### src/rtl/layer3_pkg.sv
// Shared constants and FSM state type for the layer-3 bottleneck weight path.
// Both the streamer and its benches use these default segment sizes.
package layer3_pkg;

    localparam int L3_DATA_WIDTH = 32;
    localparam int L3_CNT_WIDTH  = 20;

    localparam int L3_COUNT1 = 131072;  // conv1 1x1 512->256
    localparam int L3_COUNT2 = 589824;  // conv2 3x3 256->256
    localparam int L3_COUNT3 = 262144;  // conv3 1x1 256->1024
    localparam int L3_COUNT4 = 524288;  // conv4 proj 1x1 512->1024

    typedef enum logic [2:0] {
        S_IDLE,
        S_SEG1,
        S_SEG2,
        S_SEG3,
        S_SEG4,
        S_DONE
    } l3_state_e;

endpackage

### src/rtl/layer3_weight_streamer_if.sv
// Upstream weight-word valid/ready channel feeding the layer-3 streamer.
interface layer3_weight_streamer_if #(
    parameter int DATA_WIDTH = layer3_pkg::L3_DATA_WIDTH
) ();

    logic                  in_valid;
    logic [DATA_WIDTH-1:0] in_data;
    logic                  in_ready;

    modport master (output in_valid, output in_data, input  in_ready);
    modport slave  (input  in_valid, input  in_data, output in_ready);

endinterface

### src/rtl/weight_seg_counter.sv
// Up-counter with clear/enable and a terminal-count flag against a runtime limit.
module weight_seg_counter #(
    parameter int CNT_WIDTH = 20
) (
    input  logic                 clk,
    input  logic                 reset,
    input  logic                 clr,
    input  logic                 en,
    input  logic [CNT_WIDTH-1:0] limit,
    output logic [CNT_WIDTH-1:0] count,
    output logic                 tc
);

    logic [CNT_WIDTH-1:0] cnt_q, cnt_d;

    always_comb begin
        cnt_d = cnt_q;
        if (clr)
            cnt_d = '0;
        else if (en)
            cnt_d = cnt_q + 1'b1;
    end

    always_ff @(posedge clk) begin
        if (reset)
            cnt_q <= '0;
        else
            cnt_q <= cnt_d;
    end

    assign count = cnt_q;
    // tc marks the position whose accept completes the segment
    assign tc    = (cnt_q == limit - 1'b1);

endmodule

### src/rtl/layer3_weight_streamer.sv
// Routes one upstream weight stream into the four layer-3 conv weight ports in segment order.
// Optional per-segment checksum is built only when WEIGHT_CHECKSUM_EN is defined.
module layer3_weight_streamer
    import layer3_pkg::*;
#(
    parameter int DATA_WIDTH = L3_DATA_WIDTH,
    parameter int CNT_WIDTH  = L3_CNT_WIDTH,
    parameter int COUNT1     = L3_COUNT1,
    parameter int COUNT2     = L3_COUNT2,
    parameter int COUNT3     = L3_COUNT3,
    parameter int COUNT4     = L3_COUNT4
) (
    input  logic                            clk,
    input  logic                            reset,
    input  logic                            start,
    input  logic                            abort,
    layer3_weight_streamer_if.slave         up,
    output logic                            valid_weight_out1,
    output logic                            valid_weight_out2,
    output logic                            valid_weight_out3,
    output logic                            valid_weight_out4,
    output logic [DATA_WIDTH-1:0]           weight_out1,
    output logic [DATA_WIDTH-1:0]           weight_out2,
    output logic [DATA_WIDTH-1:0]           weight_out3,
    output logic [DATA_WIDTH-1:0]           weight_out4,
    output logic                            busy,
    output logic                            done,
    output logic [DATA_WIDTH-1:0]           checksum
);

    if (COUNT1 <= 0 || COUNT2 <= 0 || COUNT3 <= 0 || COUNT4 <= 0) begin : g_bad_count
        $error("layer3_weight_streamer: every COUNTn must be non-zero");
    end
    if (longint'(COUNT1) >= (longint'(1) << CNT_WIDTH) || longint'(COUNT2) >= (longint'(1) << CNT_WIDTH) ||
        longint'(COUNT3) >= (longint'(1) << CNT_WIDTH) || longint'(COUNT4) >= (longint'(1) << CNT_WIDTH))
    begin : g_bad_width
        $error("layer3_weight_streamer: CNT_WIDTH too small for COUNTn");
    end

    l3_state_e state_q, state_d;
    logic [3:0]                 vld_q, vld_d;
    logic [3:0][DATA_WIDTH-1:0] wt_q, wt_d;
    logic                       done_q, done_d;

    logic                 in_seg, accept, start_go, seg_last;
    logic [1:0]           seg_idx;
    logic [CNT_WIDTH-1:0] limit, cnt;
    logic                 cnt_tc;

    assign in_seg   = (state_q == S_SEG1) || (state_q == S_SEG2) ||
                      (state_q == S_SEG3) || (state_q == S_SEG4);
    assign accept   = up.in_valid && in_seg;
    assign seg_last = accept && cnt_tc;

    always_comb begin
        seg_idx = 2'd0;
        limit   = CNT_WIDTH'(COUNT1);
        unique case (state_q)
            S_SEG2:  begin seg_idx = 2'd1; limit = CNT_WIDTH'(COUNT2); end
            S_SEG3:  begin seg_idx = 2'd2; limit = CNT_WIDTH'(COUNT3); end
            S_SEG4:  begin seg_idx = 2'd3; limit = CNT_WIDTH'(COUNT4); end
            default: begin seg_idx = 2'd0; limit = CNT_WIDTH'(COUNT1); end
        endcase
    end

    always_comb begin
        state_d  = state_q;
        start_go = 1'b0;
        unique case (state_q)
            S_IDLE: if (start) begin state_d = S_SEG1; start_go = 1'b1; end
            S_SEG1: if (seg_last) state_d = S_SEG2;
            S_SEG2: if (seg_last) state_d = S_SEG3;
            S_SEG3: if (seg_last) state_d = S_SEG4;
            S_SEG4: if (seg_last) state_d = S_DONE;
            S_DONE: state_d = S_IDLE;
            default: state_d = S_IDLE;
        endcase
        if (abort) begin
            state_d  = S_IDLE;
            start_go = 1'b0;
        end
    end

    // An accept in the abort cycle is still emitted downstream
    always_comb begin
        vld_d  = '0;
        wt_d   = wt_q;
        done_d = (state_q == S_DONE) && !abort;
        if (accept) begin
            vld_d[seg_idx] = 1'b1;
            wt_d[seg_idx]  = up.in_data;
        end
    end

    always_ff @(posedge clk) begin
        if (reset) begin
            state_q <= S_IDLE;
            vld_q   <= '0;
            wt_q    <= '0;
            done_q  <= 1'b0;
        end else begin
            state_q <= state_d;
            vld_q   <= vld_d;
            wt_q    <= wt_d;
            done_q  <= done_d;
        end
    end

    weight_seg_counter #(.CNT_WIDTH(CNT_WIDTH)) u_cnt (
        .clk   (clk),
        .reset (reset),
        .clr   (start_go || abort || seg_last),
        .en    (accept),
        .limit (limit),
        .count (cnt),
        .tc    (cnt_tc)
    );

`ifdef WEIGHT_CHECKSUM_EN
    logic [DATA_WIDTH-1:0] cks_q, cks_d;
    logic                  seg_end_q, seg_end_d;

    // The completed sum is shown for one cycle, then the next segment starts from zero
    always_comb begin
        cks_d     = seg_end_q ? '0 : cks_q;
        if (accept)
            cks_d = cks_d + up.in_data;
        if (abort || start_go)
            cks_d = '0;
        seg_end_d = seg_last && !abort;
    end

    always_ff @(posedge clk) begin
        if (reset) begin
            cks_q     <= '0;
            seg_end_q <= 1'b0;
        end else begin
            cks_q     <= cks_d;
            seg_end_q <= seg_end_d;
        end
    end

    assign checksum = cks_q;
`else
    assign checksum = '0;
`endif

    assign up.in_ready       = in_seg;
    assign busy              = in_seg;
    assign done              = done_q;
    assign valid_weight_out1 = vld_q[0];
    assign valid_weight_out2 = vld_q[1];
    assign valid_weight_out3 = vld_q[2];
    assign valid_weight_out4 = vld_q[3];
    assign weight_out1       = wt_q[0];
    assign weight_out2       = wt_q[1];
    assign weight_out3       = wt_q[2];
    assign weight_out4       = wt_q[3];

    logic unused_cnt;
    assign unused_cnt = ^cnt;

endmodule

### src/flat_wrapper.sv
// flat-port wrapper written by rule: the top's interface ports become plain ports
module layer3_weight_streamer_flat import layer3_pkg::*;
#(
    parameter int DATA_WIDTH = L3_DATA_WIDTH,
    parameter int CNT_WIDTH  = L3_CNT_WIDTH,
    parameter int COUNT1     = L3_COUNT1,
    parameter int COUNT2     = L3_COUNT2,
    parameter int COUNT3     = L3_COUNT3,
    parameter int COUNT4     = L3_COUNT4
)
  (clk, reset, start, abort, valid_weight_out1, valid_weight_out2, valid_weight_out3, valid_weight_out4, weight_out1, weight_out2, weight_out3, weight_out4, busy, done, checksum, up_in_valid, up_in_data, up_in_ready);
  layer3_weight_streamer_if #(.DATA_WIDTH(DATA_WIDTH)) up_i ();
  input  logic clk;
  input  logic reset;
  input  logic start;
  input  logic abort;
  output logic valid_weight_out1;
  output logic valid_weight_out2;
  output logic valid_weight_out3;
  output logic valid_weight_out4;
  output logic [DATA_WIDTH-1:0] weight_out1;
  output logic [DATA_WIDTH-1:0] weight_out2;
  output logic [DATA_WIDTH-1:0] weight_out3;
  output logic [DATA_WIDTH-1:0] weight_out4;
  output logic busy;
  output logic done;
  output logic [DATA_WIDTH-1:0] checksum;
  input wire logic [$bits(up_i.in_valid)-1:0] up_in_valid;
  input wire logic [$bits(up_i.in_data)-1:0] up_in_data;
  output wire logic [$bits(up_i.in_ready)-1:0] up_in_ready;
  assign up_i.in_valid = up_in_valid;
  assign up_i.in_data = up_in_data;
  assign up_in_ready = up_i.in_ready;
  layer3_weight_streamer #(.DATA_WIDTH(DATA_WIDTH), .CNT_WIDTH(CNT_WIDTH), .COUNT1(COUNT1), .COUNT2(COUNT2), .COUNT3(COUNT3), .COUNT4(COUNT4)) u_core (.clk(clk), .reset(reset), .start(start), .abort(abort), .up(up_i), .valid_weight_out1(valid_weight_out1), .valid_weight_out2(valid_weight_out2), .valid_weight_out3(valid_weight_out3), .valid_weight_out4(valid_weight_out4), .weight_out1(weight_out1), .weight_out2(weight_out2), .weight_out3(weight_out3), .weight_out4(weight_out4), .busy(busy), .done(done), .checksum(checksum));
endmodule
### config.mk
export PLATFORM = sky130hd
export DESIGN_NAME = layer3_weight_streamer_flat
export DESIGN_NICKNAME = d
export VERILOG_FILES = /design/src/rtl/layer3_pkg.sv /design/src/rtl/layer3_weight_streamer_if.sv /design/src/rtl/weight_seg_counter.sv /design/src/rtl/layer3_weight_streamer.sv /design/src/flat_wrapper.sv
export SDC_FILE = /design/constraint.sdc
export NUM_CORES = 1
export LEC_CHECK = 0
export ABC_AREA = 1
export ABC_CLOCK_PERIOD_IN_PS = 2700
export CAP_MARGIN = 40
export CORE_ASPECT_RATIO = 1.4
export CORE_MARGIN = 4
export CORE_UTILIZATION = 49
export DETAILED_ROUTE_END_ITERATION = 12
export GPL_ROUTABILITY_DRIVEN = 0
export HOLD_SLACK_MARGIN = 0.05
export PLACE_DENSITY = 0.88
export SYNTH_ARGS = -nofsm -noshare
export SYNTH_HDL_FRONTEND = slang
export SYNTH_SLANG_ARGS = --single-unit
### constraint.sdc
create_clock -name clk -period 2.7 [get_ports clk]
set_clock_uncertainty 0.15 [all_clocks]
set_input_delay 0.405 -clock clk [delete_from_list [all_inputs] [get_ports clk]]
set_output_delay 0.405 -clock clk [all_outputs]
set_load 0.03 [all_outputs]
# Yosys cells after proc, flatten, opt, wreduce, memory -nomap -nowiden
# Cells that the tools add are included.
dict set report op_classes {
  muxes 16
  n_reduce_logical 15
  n_bitwise 1
  n_eq_ne 11
  magnitude_cmp 2
  addsub 2
}
# operator count
set ops {}
lappend ops {{bitwise mux 128 bit} 1}
lappend ops {{demux 32 bit (select 2 bit)} 1}
lappend ops {{case mux 20 bit (3 select lines)} 1}
lappend ops {{2-to-1 mux 32 bit} 1}
lappend ops {{adder 20 x 1 -> 20 bit (second input constant)} 1}
lappend ops {{equality test 20 bit} 1}
lappend ops {{subtractor 20 x 1 -> 20 bit (second input constant)} 1}
lappend ops {{2-to-1 mux 3 bit} 5}
lappend ops {{case mux 3 bit (5 select lines)} 1}
lappend ops {{inequality test 2 x 1 -> 1 bit (second input constant)} 4}
lappend ops {{equality test 3 x 2 -> 1 bit (second input constant)} 2}
lappend ops {{equality test 3 bit (second input constant)} 2}
lappend ops {{case mux 2 bit (3 select lines)} 1}
lappend ops {{OR reduction 2 bit} 3}
lappend ops {{logical OR 1 bit} 5}
lappend ops {{AND reduction 5 bit} 1}
lappend ops {{logical AND 1 bit} 4}
lappend ops {{2-to-1 mux 1 bit} 4}
lappend ops {{equality test 3 x 1 -> 1 bit (second input constant)} 1}
lappend ops {{logical NOT 3 bit} 1}
lappend ops {{less-than comparator 2 x 3 -> 1 bit (second input constant)} 1}
lappend ops {{demux 1 bit (select 2 bit)} 1}
lappend ops {{>= comparator 2 x 1 -> 1 bit (second input constant)} 1}
lappend ops {{inequality test 2 bit (second input constant)} 1}
lappend ops {{other kinds (2)} 2}
dict set report word_totals {
  output_inout_bits 167
  input_bits 37
  register_bits 156
  word_cells 55
}

# Logic depth before layout (Yosys ltp)
# Gate-level depths: netlist of the first run.
dict set report depth {
  word_depth 8
  mapped_depth 12
  ltp_nobuf 11
}

# By module
# Synthesis of the first run repeated with hierarchy kept, for this count alone.
dict set report unflattened {
  cells_unflattened 940
  hier_area_um2 6931.6
}
# module cells_per_inst instances area_per_inst_um2 seq_area_each_um2
set by_module_without_submodules {}
lappend by_module_without_submodules {layer3_weight_streamer 657 1 5126.2 2722.6}
lappend by_module_without_submodules {weight_seg_counter 283 1 1805.5 400.4}

# Least setup slack after synthesis of the first run
# No wires, ideal clock.
dict set report synth_path {
  path_type {flip-flop to flip-flop}
  startpoint {register u_core.u_cnt.cnt_q[0], in the netlist u_core.u_cnt.count[0]}
  endpoint {register u_core.u_cnt.cnt_q[11], in the netlist u_core.u_cnt.count[11]}
  path_buffers 1
  t_arrival_ns 1.531
  required_time_ns 2.435
  setup_time_ns 0.115
  period_less_slack_ns 1.796
  slack_ns 0.904
  stages_incl_launch_ff 10
  path_cell_list {dfxtp_1 > ha_1 > nand3_1 > nor3_1 > nand2_1 > nor2_2 > nand2_2 > nand2_4 > buf_6 > nor2_1}
}
dict set report synth_via {
  elab_chain_cells 4
  elab_cells_between_ends 5
  cone_classes {add/sub (1); eq/ne (1); reduce/logical (3)}
}
# item line_no
set synth_lines {}
lappend synth_lines {{from (decl)} weight_seg_counter.sv:14} ;# logic [CNT_WIDTH-1:0] cnt_q, cnt_d;
lappend synth_lines {{from (signal assigned)} weight_seg_counter.sv:28} ;# cnt_q <= cnt_d;
lappend synth_lines {{branches (longest 4 deep; another with adder 20 x 1 -> 20 bit)} --}
# Several ways; the timed one is not identified.
# A chain may end at the register's enable or synchronous reset.

# Final worst setup path of the first run
dict set report layout_path {
  startpoint {register u_core.state_q[1]}
  endpoint {output port up_in_ready}
}
dict set report layout_via {
  elab_chain_cells 4
  elab_cells_between_ends 7
  cone_classes {eq/ne (4); reduce/logical (3)}
}
# item line_no
set layout_lines {}
lappend layout_lines {{from (decl)} layer3_weight_streamer.sv:40} ;# l3_state_e state_q, state_d;
lappend layout_lines {{from (signal assigned)} layer3_weight_streamer.sv:102} ;# state_q <= state_d;
lappend layout_lines {{equality test 3 x 1 -> 1 bit or equality test 3 x 2 -> 1 bit (tied branches)} layer3_weight_streamer.sv:50} ;# assign in_seg = (state_q == S_SEG1) || (state_q == S_SEG2) ||
lappend layout_lines {{logical OR 1 bit (2 in a row)} layer3_weight_streamer.sv:50}
lappend layout_lines {{logical OR 1 bit (*)} layer3_weight_streamer.sv:51} ;# (state_q == S_SEG3) || (state_q == S_SEG4);
lappend layout_lines {{to (decl)} flat_wrapper.sv:30} ;# output wire logic [$bits(up_i.in_ready)-1:0] up_in_ready;
# Every way passes the cells marked *; elsewhere a longest branch is shown, timed or not.

==> results_dict.tcl, run 1 <==
set metrics [dict create \
    p_leak_nw 3.13 \
    grt_usage 0.240 \
    required_ps 2140 \
    synth_area_leader_cell "dfxtp_1" \
    multi_input_area_mm2 0.00252 \
    drtIter0Drc 294 \
    syn2layout_area_growth_pct 36.4 \
    rsz0062_at_grt "false" \
    critical_path_class "reg2out" \
    die-area_mm2 0.0146 \
    dp.cells 1099 \
    critPathCaptureType "output pin" \
    io_buffers 171 \
    min_period_ps 2490 \
    layout.nets 1006 \
    cap_violations 0 \
    p_per_area_mw_per_mm2 666 \
    rr_startpoint "u_core.u_cnt.count[0]" \
    synth_async_sr_flop_share 0 \
    numCtsBuffers 17 \
    clk-insertion-delay-late_ps 410 \
    fin_crit_sh 0.921 \
    syn_area_per_cell_um2 7.65 \
    setup_tns_ps 0 \
    pre_cts_ws_ps 589 \
    rows 48 \
    synth_cell_types 33 \
    p_int_w 0.00402 \
    ys_warn_count 0 \
    synth_top_flop_cell "dfxtp_1" \
    switching_share 0.287 \
    relSlewSlack 0.647 \
    grt_first_pass_wirelength_um 27500 \
    pin_count 204 \
    cts_tree "done" \
    hold_ws_ps 287 \
    grt_pass1_vias 5495 \
    start_util 0.502 \
    nFillCells 1010 \
    drive_gt1_frac 0.0642 \
    regArea_mm2 0.00312 \
    p_sw_w 0.00162 \
    grt_remaining_overflow 0 \
    fin_ws_ps 213 \
    post_cts_buffers 0 \
    crit_arrival_ps 1930 \
    finalHoldViolCount 0 \
    viasPerCell 5.17 \
    clkPwrFrac 0.403 \
    synth_area_leaders "dfxtp_1, nor2_1, o21ai_0, a21oi_1, nand2_1" \
    p_total_w 0.00565 \
    power_frac_comb 0.162 \
    htreeDepth 4 \
    synth.most_common_cell "nor2_1" \
    mappedNetlistArea_mm2 0.00621 \
    die_x_um 103 \
    n_antenna_cell 0 \
    irDropWorstVdd_mv 0.421 \
    cts_sinks 156 \
    worstMarginPinSlew_ps 526 \
    drc 0 \
    synthDominantCellAreaShare 0.503 \
    cts.reportedPaths.clkPinSlew_ps 60 \
    hold_class "in2reg" \
    antenna_left 0 \
    yosys-top-cells-count "nor2_1, dfxtp_1, o21ai_0" \
    wirelength_um 17500 \
    crit_path_max_fanout 8 \
    min_from "reset" \
    routedWlPerCell_um 15.4 \
    layout.cells.non_filler 1131 \
    synth-edff-count 0 \
    slew_viol_final 0 \
    antenna_found_initial 0 \
    num_vias 5846 \
    die-height_um 141 \
    cp-start-kind "flop" \
    p_seq_frac 0.435 \
    grt_max_degree 97 \
    status "complete, no violations" \
    synth_cells 812 \
    hold_buffers 0 \
    cts_buffer_depth 2 \
    yosysSeqAreaShare 0.503 \
    dp_hpwl_um 11900 \
    cts_root_buf "clkbuf_16" \
    fmax_mhz 402 \
    coreArea_mm2 0.0124 \
    ys_ff_latch 156 \
    firstDrtPassIters 4 \
    setup_violations 0 \
    crit_start "u_core.state_q[1]" \
    post_cts_resized 0 \
]
[state kept, by name, summed over array words and instances, names as in the netlist]
signal,flops
u_core.done,1
u_core.state_q,3
u_core.u_cnt.count,20
u_core.vld_q,4
u_core.weight_out1,32
u_core.weight_out2,32
u_core.weight_out3,32
u_core.weight_out4,32
[per-stage QoR]
step	utilization	area (µm²)
final	0.685	8470
after global routing	0.685	8470
after CTS	0.685	8470
after detailed placement	0.638	7900
after global placement	0.636	7870
after floorplan	-	6330
[power groups by stage]
stage	Clock, W	Combinational (W)	Sequential, W
after global placement	0	0.000891	0.00250
after global routing	0.00242	0.000983	0.00246
after floorplan	0	0.000431	0.00266
final	0.00228	0.000913	0.00246
after detailed placement	0	0.000906	0.00250
after CTS	0.00232	0.000912	0.00245
[area by class of cell]
class                      count  area share
clock buffer                  18      0.0518
clock inverter                14      0.0159
inverter                      59      0.0261
multi-input combinational    548       0.297
sequential                   156       0.369
tap                          150      0.0222
timing repair buffer         186       0.218
[worst max-delay path: stages, from the launching register on]
cell             delay (ps)
dfxtp_1                 560
o21ai_1                 170
nand2_4                 120
clkdlybuf4s50_1         670
[cells by family after synthesis]
group / Yosys count / share of synthesized area
and+or+nand+nor: 328 / 0.227
xor gates and xnor gates: 9 / 0.0127
adders and majority gates: 1 / 0.00201
AOI/OAI and AO/OA: 178 / 0.144
DFF: 156 / 0.503
buffers and inverters: 139 / 0.111
other: 1 / 0.000604
[final timing paths]
kind         slack (ps)  cells past startpoint                     end
max                 210                      3             up_in_ready
min                 290                      2  u_core.weight_out4[12]
max reg2reg         570                     10       u_core.state_q[1]
min reg2reg         290                      2   u_core.weight_out3[0]
[routing by layer]
layer | global-route usage | vias up | wire [µm]
met5 | 0 | - | 0
li1 | - | 2869 | -
met1 | 0.271 | 2688 | 6680
met4 | 0.136 | 0 | 776
met3 | 0.0510 | 51 | 1130
met2 | 0.409 | 238 | 8870
[cell usage in the layout, fill, tap and decap left out, types with 3 or more instances in the layout]
cell type        synthesis  routed
nor2_1                 164     163
clkdlybuf4s50_1          0     169
conb_1                   1      32
nor3_1                   7       7
nand3_1                 48      48
nand2_1                 84      84
o21ai_0                100     100
inv_6                    0       3
nand4_1                  7       7
xor2_1                   7       7
clkinv_4                 0       4
a21oi_1                 75      75
dfxtp_1                156     156
nand2_4                  4       4
clkbuf_16                0      17
buf_4                   36      13
clkinvlp_4               0       3
inv_1                   57      56
Power figures use the tool's default switching activity.
==> inputs of run 2 (changes only) <==
--- a/config.mk
+++ b/config.mk
@@ -5,7 +5,6 @@
 export SDC_FILE = /design/constraint.sdc
 export NUM_CORES = 1
 export LEC_CHECK = 0
-export ABC_AREA = 1
 export ABC_CLOCK_PERIOD_IN_PS = 2700
 export CAP_MARGIN = 40
 export CORE_ASPECT_RATIO = 1.4
==> run 2 against run 1 <==
Cell count decreased by 5.1%. Register-to-register slack got worse by 330 ps. Via count decreased by 3.9%. Sequential share of layout area increased by 0.71 points. Routed wire length decreased by 2.0%. Synthesized area decreased by 3.4%. Setup slack improved by 11 ps. Total power decreased by 12%. Combinational power decreased by 68%. Largest cell class unchanged.
==> results_dict.tcl, run 2 <==
set metrics [dict create \
    status "complete, no violations" \
    n_antenna_cell 0 \
    cts_tree "done" \
    critPathCaptureType "output pin" \
    min_period_ps 2480 \
    wirelength_um 17100 \
    fmax_mhz 404 \
    rsz0062_at_grt "false" \
    grt_pass1_vias 5400 \
    layout.cells.non_filler 1073 \
    setup_violations 0 \
    required_ps 2140 \
    drive_gt1_frac 0.0659 \
    final_cell_mix "nand2_1, clkdlybuf4s50_1, dfxtp_1" \
    yosys-top-cells-count "nand2_1, dfxtp_1, a21oi_1" \
    fin_crit_sh 0.917 \
    grt_first_pass_wirelength_um 27000 \
    num_vias 5620 \
    synth_cells 755 \
    ys_warn_count 0 \
    synth_top_flop_cell "dfxtp_1" \
    relSlewSlack 0.418 \
    dp.cells 1041 \
    layout_commonest_cell "nand2_1" \
    pin_count 204 \
    start_util 0.505 \
    synth_area_leaders "dfxtp_1, nand2_1, a21oi_1, buf_4, clkbuf_1" \
    mappedNetlistArea_mm2 0.00600 \
    viasPerCell 5.24 \
    p_leak_nw 2.79 \
    cts_buffer_depth 2 \
    cts_sinks 156 \
    grt_max_degree 85 \
    routedWlPerCell_um 15.9 \
    coreArea_mm2 0.0119 \
    setup_tns_ps 0 \
    grt_usage 0.245 \
    hold_buffers 0 \
    numCtsBuffers 17 \
    synthDominantCellAreaShare 0.521 \
    syn_area_per_cell_um2 7.94 \
    grt_remaining_overflow 0 \
    synth.most_common_cell "nand2_1" \
    clk-insertion-delay-late_ps 410 \
    die_x_um 102 \
    cts_root_buf "clkbuf_16" \
    synth_cell_types 45 \
    drtIter0Drc 262 \
    io_buffers 171 \
    antenna_found_initial 0 \
    hold_class "reg2reg" \
    crit_path_max_fanout 12 \
    critical_path_class "reg2out" \
    htreeDepth 4 \
    dp_hpwl_um 11500 \
    die-height_um 139 \
    die-area_mm2 0.0141 \
    layout.nets 951 \
    cap_violations 0 \
    crit_arrival_ps 1920 \
    synth-edff-count 0 \
    rows 47 \
    hold_ws_ps 302 \
    ys_ff_latch 156 \
    cp-start-kind "flop" \
    finalHoldViolCount 0 \
    antenna_left 0 \
    drc 0 \
    p_per_area_mw_per_mm2 596 \
    place_area_mm2 0.00773 \
    yosysSeqAreaShare 0.521 \
    synth_async_sr_flop_share 0 \
    synth_area_leader_cell "dfxtp_1" \
    syn2layout_area_growth_pct 38.6 \
    irDropWorstVdd_mv 0.388 \
    cts.reportedPaths.clkPinSlew_ps 60 \
    design_area_mm2 0.00831 \
    firstDrtPassIters 4 \
    worstMarginPinSlew_ps 873 \
    slew_viol_final 0 \
    final_core_util 0.700 \
]
==> run 2: cell count changes after synthesis, moves of 4 or more <==
cell      change
nand2_4       -4
xnor2_1      +13
a21oi_1      +55
nand2_1     +180
clkbuf_1      +7
nand3_1      -36
inv_1        -52
and3_1        +5
nor4_1        +6
o21ai_0      -99
nor2_1      -136
==> run 2: final cells by class <==
type / instances / area [µm²]
well taps: 147 / 184
fillers: 898 / 3570
clock buffers: 17 / 425
inverters: 5 / 18.8
repair buffers: 189 / 1850
multi-input cells: 544 / 2540
clock inverters: 15 / 163
flip-flops and latches: 156 / 3120
==> run 2: per-layer routing <==
| metal | part of all wire | wire length, µm | GRT usage | vias to the layer above |
|---|---|---|---|---|
| met4 | 0.053 | 913 | 0.144 | 0 |
| li1 | - | - | - | 2717 |
| met5 | 0 | 0 | 0 | - |
| met2 | 0.51 | 8700 | 0.410 | 218 |
| met3 | 0.077 | 1310 | 0.0770 | 53 |
| met1 | 0.36 | 6170 | 0.264 | 2632 |
==> run 2: per-stage QoR <==
stage	setup slack [ps]	total power, W
after detailed placement	271	0.00266
final	224	0.00496
after CTS	213	0.00500
after floorplan	575	0.00257
after global routing	87.2	0.00512
after global placement	321	0.00266
==> run 2: final timing paths <==
check | startpoint | end | slack (ps) | depth (start not counted)
setup reg to reg | u_core.state_q[0] | u_core.state_q[0] | 240 | 5
hold reg to reg | u_core.weight_out4[3] | u_core.weight_out4[3] | 300 | 2
hold / removal | u_core.weight_out4[3] | u_core.weight_out4[3] | 300 | 2
setup / recovery | u_core.state_q[2] | up_in_ready | 220 | 4
==> run 2: kinds of logic (layout without fill, tap and decap cells) <==
group | count (synthesis) | in the layout | synth area share
buffers and inverters | 86 | 226 | 0.0755
AO/OA/AOI/OAI | 141 | 141 | 0.127
multiplexers | 1 | 1 | 0.00188
adder cells (fa/ha/maj) | 1 | 1 | 0.00209
AND/OR/NAND/NOR | 350 | 350 | 0.245
flip-flops | 156 | 156 | 0.521
other | 1 | 32 | 0.000625
XOR/XNOR | 19 | 19 | 0.0277
==> run 2: worst max-delay path, cell delays in order, from the launching register on <==
cell and delay [ps]:
dfxtp_1 340, buf_4 180, or3_1 440, and2_1 190, dlygate4sd2_1 350
==> run 2: repair_timing <==
action | 4_1_cts | 5_1_grt
buffers inserted | 0 | 0
hold endpoints to repair | 0 | 0
setup endpoints to repair | 2 | 0
gates resized for setup | 2 | 0
==> run 2: power breakdown <==
group / switching (W) / internal (W)
registers: 0.00000977 / 0.00232
clock network: 0.000969 / 0.00137
logic: 0.000197 / 0.0000927
total: 0.00118 / 0.00378
